### config.mk
export PLATFORM = sky130hd
export DESIGN_NAME = i2c_target_regs
export DESIGN_NICKNAME = d
export VERILOG_FILES = /design/src/rtl/i2c_pkg.sv /design/src/rtl/i2c_pin_filter.sv /design/src/rtl/i2c_target_regs.sv
export SDC_FILE = /design/constraint.sdc
export NUM_CORES = 1
export LEC_CHECK = 0
export ABC_AREA = 1
export CAP_MARGIN = 20
export CELL_PAD_IN_SITES_DETAIL_PLACEMENT = 2
export CELL_PAD_IN_SITES_GLOBAL_PLACEMENT = 2
export CORE_MARGIN = 8
export CORE_UTILIZATION = 35
export CTS_CLUSTER_DIAMETER = 100
export CTS_CLUSTER_SIZE = 8
export DETAILED_ROUTE_END_ITERATION = 10
export PLACE_DENSITY = 0.78
export REMOVE_ABC_BUFFERS = 1
export SYNTH_ARGS = -nofsm -noshare
export SYNTH_HDL_FRONTEND = slang
export SYNTH_SLANG_ARGS = --single-unit
### constraint.sdc
create_clock -name clk_ip -period 2.55 [get_ports clk_ip]
set_input_delay 0.51 -clock clk_ip [delete_from_list [all_inputs] [get_ports clk_ip]]
set_output_delay 0.51 -clock clk_ip [all_outputs]
set_load 0.01 [all_outputs]
### src/rtl/i2c_pkg.sv
// i2c_pkg: encodings shared between the I2C master and target, plus the target FSM states.
package i2c_pkg;
    typedef enum logic [3:0] {
        ST_IDLE, ST_DEV_ADR, ST_ACK_DEV, ST_REG_ADR, ST_ACK_REG,
        ST_WDATA, ST_ACK_WR, ST_RDATA, ST_MACK, ST_IGNORE
    } i2c_tgt_state_t;
    localparam logic I2C_RW_READ = 1'b1;
    localparam logic I2C_ACK     = 1'b0;
endpackage

### src/rtl/i2c_pin_filter.sv
// i2c_pin_filter: 2-FF synchroniser followed by a stability filter; the output
// only follows the pin after it has held a new level for FILT_LEN cycles.
module i2c_pin_filter #(
    parameter int FILT_LEN = 3
) (
    input  logic clk,
    input  logic rst_n,
    input  logic din,
    output logic dout
);
    logic [1:0] sync;
    logic [3:0] cnt;

    always_ff @(posedge clk or negedge rst_n) begin
        if (!rst_n) begin
            sync <= 2'b11;
            cnt  <= '0;
            dout <= 1'b1;
        end else begin
            sync <= {sync[0], din};
            if (sync[1] == dout) begin
                cnt <= '0;
            end else if (cnt == 4'(FILT_LEN - 1)) begin
                dout <= sync[1];
                cnt  <= '0;
            end else begin
                cnt <= cnt + 4'd1;
            end
        end
    end
endmodule

### src/rtl/i2c_target_regs.sv
// i2c_target_regs: I2C target bridging bus transfers onto a local register
// port, with auto-incrementing register pointer and NACK on miss/out-of-range.
module i2c_target_regs
    import i2c_pkg::*;
#(
    parameter logic [6:0] DEV_ADR   = 7'h10,
    parameter int         NUM_REGS  = 16,
    parameter int         REG_ADR_W = 8,
    parameter int         FILT_LEN  = 3
) (
    input  logic                 clk_ip,
    input  logic                 rst_n_ip,
    input  logic                 scl_ip,
    input  logic                 sda_ip,
    output logic                 sda_oe_op,
    output logic                 reg_wr_op,
    output logic [REG_ADR_W-1:0] reg_adr_op,
    output logic [7:0]           reg_wdata_op,
    output logic                 reg_rd_op,
    input  logic [7:0]           reg_rdata_ip,
    output logic                 busy_op
);
    i2c_tgt_state_t state, nxt;
    logic scl_f, sda_f, scl_q, sda_q;
    logic scl_rise, scl_fall, start, stop, byte_done, shift_st;
    logic [3:0] bit_cnt;
    logic [7:0] sh, tx;
    logic [REG_ADR_W-1:0] ptr, ptr_inc;

    i2c_pin_filter #(.FILT_LEN(FILT_LEN)) u_scl (.clk(clk_ip), .rst_n(rst_n_ip), .din(scl_ip), .dout(scl_f));
    i2c_pin_filter #(.FILT_LEN(FILT_LEN)) u_sda (.clk(clk_ip), .rst_n(rst_n_ip), .din(sda_ip), .dout(sda_f));

    assign scl_rise  = scl_f & ~scl_q;
    assign scl_fall  = ~scl_f & scl_q;
    assign start     = scl_f & scl_q & sda_q & ~sda_f;
    assign stop      = scl_f & scl_q & ~sda_q & sda_f;
    assign byte_done = bit_cnt == 4'd8;
    assign shift_st  = state inside {ST_DEV_ADR, ST_REG_ADR, ST_WDATA, ST_RDATA, ST_MACK};
    assign ptr_inc   = (ptr == REG_ADR_W'(NUM_REGS - 1)) ? '0 : ptr + REG_ADR_W'(1);

    always_ff @(posedge clk_ip or negedge rst_n_ip) begin
        if (!rst_n_ip) begin
            state <= ST_IDLE;
            scl_q <= 1'b1;
            sda_q <= 1'b1;
        end else begin
            state <= nxt;
            scl_q <= scl_f;
            sda_q <= sda_f;
        end
    end

    // State moves on SCL falls so ACK/data drive always lines up with the low phase.
    always_comb begin
        nxt = state;
        if (start) begin
            nxt = ST_DEV_ADR;
        end else if (stop) begin
            nxt = ST_IDLE;
        end else if (scl_fall) begin
            case (state)
                ST_DEV_ADR: if (byte_done) nxt = (sh[7:1] == DEV_ADR) ? ST_ACK_DEV : ST_IDLE;
                ST_ACK_DEV: nxt = (sh[0] == I2C_RW_READ) ? ST_RDATA : ST_REG_ADR;
                ST_REG_ADR: if (byte_done) nxt = ({1'b0, sh} < 9'(NUM_REGS)) ? ST_ACK_REG : ST_IGNORE;
                ST_ACK_REG: nxt = ST_WDATA;
                ST_WDATA:   if (byte_done) nxt = ST_ACK_WR;
                ST_ACK_WR:  nxt = ST_WDATA;
                ST_RDATA:   if (byte_done) nxt = ST_MACK;
                ST_MACK:    nxt = (sh[0] == I2C_ACK) ? ST_RDATA : ST_IGNORE;
                default:    nxt = state;
            endcase
        end
    end

    always_ff @(posedge clk_ip or negedge rst_n_ip) begin
        if (!rst_n_ip) begin
            bit_cnt      <= '0;
            sh           <= '0;
            tx           <= '0;
            ptr          <= '0;
            sda_oe_op    <= 1'b0;
            reg_wr_op    <= 1'b0;
            reg_rd_op    <= 1'b0;
            reg_adr_op   <= '0;
            reg_wdata_op <= '0;
            busy_op      <= 1'b0;
        end else begin
            reg_wr_op <= 1'b0;
            reg_rd_op <= 1'b0;
            if (start || stop) begin
                bit_cnt   <= '0;
                sda_oe_op <= 1'b0;
                if (stop) busy_op <= 1'b0;
            end else if (scl_rise && shift_st) begin
                sh      <= {sh[6:0], sda_f};
                bit_cnt <= bit_cnt + 4'd1;
                if (state == ST_WDATA && bit_cnt == 4'd7) begin
                    reg_wr_op    <= 1'b1;
                    reg_wdata_op <= {sh[6:0], sda_f};
                    reg_adr_op   <= ptr;
                    ptr          <= ptr_inc;
                end
            end else if (scl_fall) begin
                case (state)
                    ST_DEV_ADR: if (nxt == ST_ACK_DEV) begin
                        sda_oe_op <= 1'b1;
                        busy_op   <= 1'b1;
                    end
                    ST_REG_ADR: if (nxt == ST_ACK_REG) begin
                        sda_oe_op <= 1'b1;
                        ptr       <= REG_ADR_W'(sh);
                    end
                    ST_WDATA: if (byte_done) sda_oe_op <= 1'b1;
                    ST_ACK_DEV, ST_ACK_REG, ST_ACK_WR, ST_MACK: begin
                        bit_cnt <= '0;
                        if (nxt == ST_RDATA) begin
                            reg_rd_op  <= 1'b1;
                            reg_adr_op <= ptr;
                        end else begin
                            sda_oe_op <= 1'b0;
                        end
                    end
                    ST_RDATA: if (byte_done) begin
                        sda_oe_op <= 1'b0;
                        ptr       <= ptr_inc;
                        bit_cnt   <= '0;
                    end else begin
                        tx        <= {tx[6:0], 1'b0};
                        sda_oe_op <= ~tx[6];
                    end
                    default: ;
                endcase
            end else if (reg_rd_op) begin
                // Read data arrives the cycle after the strobe; MSB goes straight onto the bus.
                tx        <= reg_rdata_ip;
                sda_oe_op <= ~reg_rdata_ip[7];
            end
        end
    end
endmodule

==> impl_metrics.json <==
{
  "crit_buf_inv": 1,
  "clkTransAtPathRegs_ps": 80,
  "relSlewSlack_pct": 54.6,
  "synth_common_cells": "nand2_1, dfrtp_1, nor2_1, inv_1, o21ai_0",
  "p_total_mw": 4.35,
  "min_path_type": "in -> async",
  "outcome": "finished, final reports clean",
  "rsz0062_at_grt": "true",
  "hold_viol": 0,
  "numPortBuffers": 31,
  "grt_pass1_wl_mm": 17.4,
  "tns_ps": 0,
  "drt_pass1_iterations": 4,
  "synthDominantCellAreaShare_pct": 42.9,
  "reg2reg_slack_ps": 230,
  "grtUsageTotal_pct": 17.0,
  "vdd_drop_max_mv": 0.477,
  "clock-sinks": 67,
  "grt_max_degree": 41,
  "worstSetupStartpoint": "bit_cnt[0]",
  "gp_congestion": 0.837,
  "vias_per_cell": 4.96,
  "cts_buffers": 9,
  "cts_tree": "built",
  "fillers": 1129,
  "synth_cell_types": 41,
  "nets": 469,
  "drv_slew": 0,
  "die_h_um": 115,
  "synth.yosys.seq_area_share_pct": 49.0,
  "synth_cells": 406,
  "cp.depth": 13,
  "tightest_slew_ps": 672,
  "reg2reg_depth": 13,
  "htree_levels": 3,
  "cts_post_setup_buffers_inserted": 0,
  "fin_crit_sh_pct": 91.1,
  "timing.fmax_mhz": 430,
  "num_io_pins": 32,
  "final_layout_size_suffix_gt1_share_pct": 17.6,
  "avgRoutedWirePerCell_um": 17.2,
  "fp.dieArea_um2": 13300,
  "regArea_um2": 1690,
  "cts-root-buf": "clkbuf_8",
  "ant_nets": 0,
  "final.min_clock_period_ps": 2320,
  "startpoint_type": "flop",
  "slowest_delay_ps": 400,
  "synth_area_leaders": "dfrtp_1, nand2_1, dfstp_2, o21ai_0, nor2_1",
  "initial_utilization_pct": 35.7,
  "ys_seq_elements": 67,
  "hold-worst-slack_ps": 172,
  "synth_top_area_cell": "dfrtp_1",
  "ctsHoldBuffers": 0,
  "multi_input_area_um2": 1540,
  "critPathRequiredTime_ps": 2790,
  "drc": 0,
  "synthFlopType": "dfrtp_1",
  "worstPathMaxFanout": 8,
  "rr_endpoint": "ptr[1]",
  "rows": 36,
  "setup_viol_count_final": 0,
  "yosysMostFrequentCell": "nand2_1",
  "cp_top_family": "simple AND/OR/NAND/NOR gates",
  "insertion_delay_ps": 350,
  "path_cells": "inv_1 -> ha_1 -> nand3_2 -> nand2_2 -> nand2_1 -> nor2_1 -> nand3_1 -> nand2_1 -> nand3_2 -> o21ai_4 -> nand3_4 -> nand2_1 -> nand2_1",
  "crit_top_cell": "nand2_1",
  "max-clock-path-buffers": 2,
  "syn_avg_cell_area_um2": 8.47,
  "dp.final_hpwl_mm": 7.66,
  "die_x_um": 115,
  "crit_type": "reg -> reg",
  "wirelength_mm": 10.1,
  "vias": 2915,
  "antenna_cells": 0,
  "cts_resized": 0,
  "crit_end": "ptr[1]",
  "coreArea_um2": 9640,
  "cp-end-kind": "flop",
  "powerDensity_nw_per_um2": 1050,
  "r2r-start": "bit_cnt[0]",
  "syn-cell-area_um2": 3440,
  "antenna_found_initial": 0,
  "area_delta_synth_final_pct": 20.3,
  "synth_edf_count": 0,
  "leakagePower_nw": 1.95,
  "overflow": 0,
  "synthArstFlopShare_pct": 100,
  "arrival_ps": 2560,
  "yosys_warnings": 0,
  "maxCapViolCount": 0,
  "cp_slowest_cell": "dfrtp_1",
  "grt_pass1_vias": 3280,
  "initialDrtViolationCount": 117,
  "skew_ps": 6.16
}
## metal layers
metal / vias to the layer above / part of all wire, % / track usage [%]
li1: 1407 / - / -
met1: 1465 / 45 / 20.9
met2: 31 / 51 / 28.8
met3: 12 / 2.7 / 4.10
met4: 0 / 1.4 / 5.17
met5: - / 0 / 0
## flip-flops by register name, summed over array words and instances, names as in the netlist
name          count
reg_adr_op        8
bit_cnt           4
u_scl.cnt         4
busy_op           1
ptr               8
reg_wr_op         1
u_sda.dout        1
u_scl.dout        1
reg_rd_op         1
sda_oe_op         1
reg_wdata_op      8
state             4
tx                7
sda_q             1
sh                8
scl_q             1
u_scl.sync        2
u_sda.cnt         4
u_sda.sync        2
## stage by stage
| step | setup WS [ps] | util [%] | std cells | cell area [um^2] |
|---|---|---|---|---|
| 3_5_place_dp | 216 | 40.9 | 572 | 3940 |
| 2_1_floorplan | 391 | - | 398 | 3400 |
| 4_1_cts | 211 | 42.9 | 588 | 4140 |
| 6_report | 226 | 42.9 | 588 | 4140 |
| 3_3_place_gp | 270 | 40.9 | 571 | 3940 |
| 5_1_grt | -10.7 | 42.9 | 588 | 4140 |
## cells in the final DEF (no fill, tap or decap), types with 3 or more instances in the layout
master / count
clkdlybuf4s50_1: 30
nand2_2: 12
a21oi_1: 4
xor2_1: 7
nand3_2: 4
ha_1: 7
o21ai_0: 31
nor2_1: 38
a31oi_1: 6
clkbuf_8: 10
nor3_1: 3
inv_1: 37
o22ai_1: 8
a21oi_2: 3
dfrtp_1: 59
nand3_1: 25
buf_4: 9
nand2_1: 100
clkinv_2: 4
nor2_2: 6
xnor2_1: 3
inv_2: 8
dfstp_2: 8
nand4_1: 9
## where the power goes
part           total [mW]  switching, mW  leakage (nW)  internal [mW]
clock network       0.898          0.424        0.0991          0.474
registers            1.60          0.243         0.869           1.36
logic                1.85           1.23         0.979          0.623
total                4.35           1.90          1.95           2.45
## kinds of logic after synthesis
family,count (synthesis),synth area share [%]
buffers and inverters,54,6.22
xor gates and xnor gates,10,2.55
adders and majority gates,7,2.55
and+or+nand+nor,208,29.1
AOI/OAI and AO/OA,60,10.6
DFF,67,49.0
## worst min-delay path by stage
stage | from | endpoint | slack (ps)
after CTS | rst_n_ip | u_sda.cnt[3] | 180
after detailed placement | u_scl.sync[0] | u_scl.sync[1] | 350
after global routing | rst_n_ip | u_sda.cnt[3] | 200
final | rst_n_ip | u_sda.cnt[3] | 170
after global placement | u_sda.sync[0] | u_sda.sync[1] | 350
after floorplan | rst_n_ip | bit_cnt[0] | 210
## layout make-up
class | instances | area share [%]
Clock inverter | 5 | 1.27
Tap cell | 133 | 4.02
Timing Repair Buffer | 41 | 9.13
Inverter | 46 | 4.20
Multi-Input combinational cell | 285 | 37.2
Sequential cell | 67 | 40.8
Clock buffer | 11 | 3.42
Power figures use the tool's default switching activity.
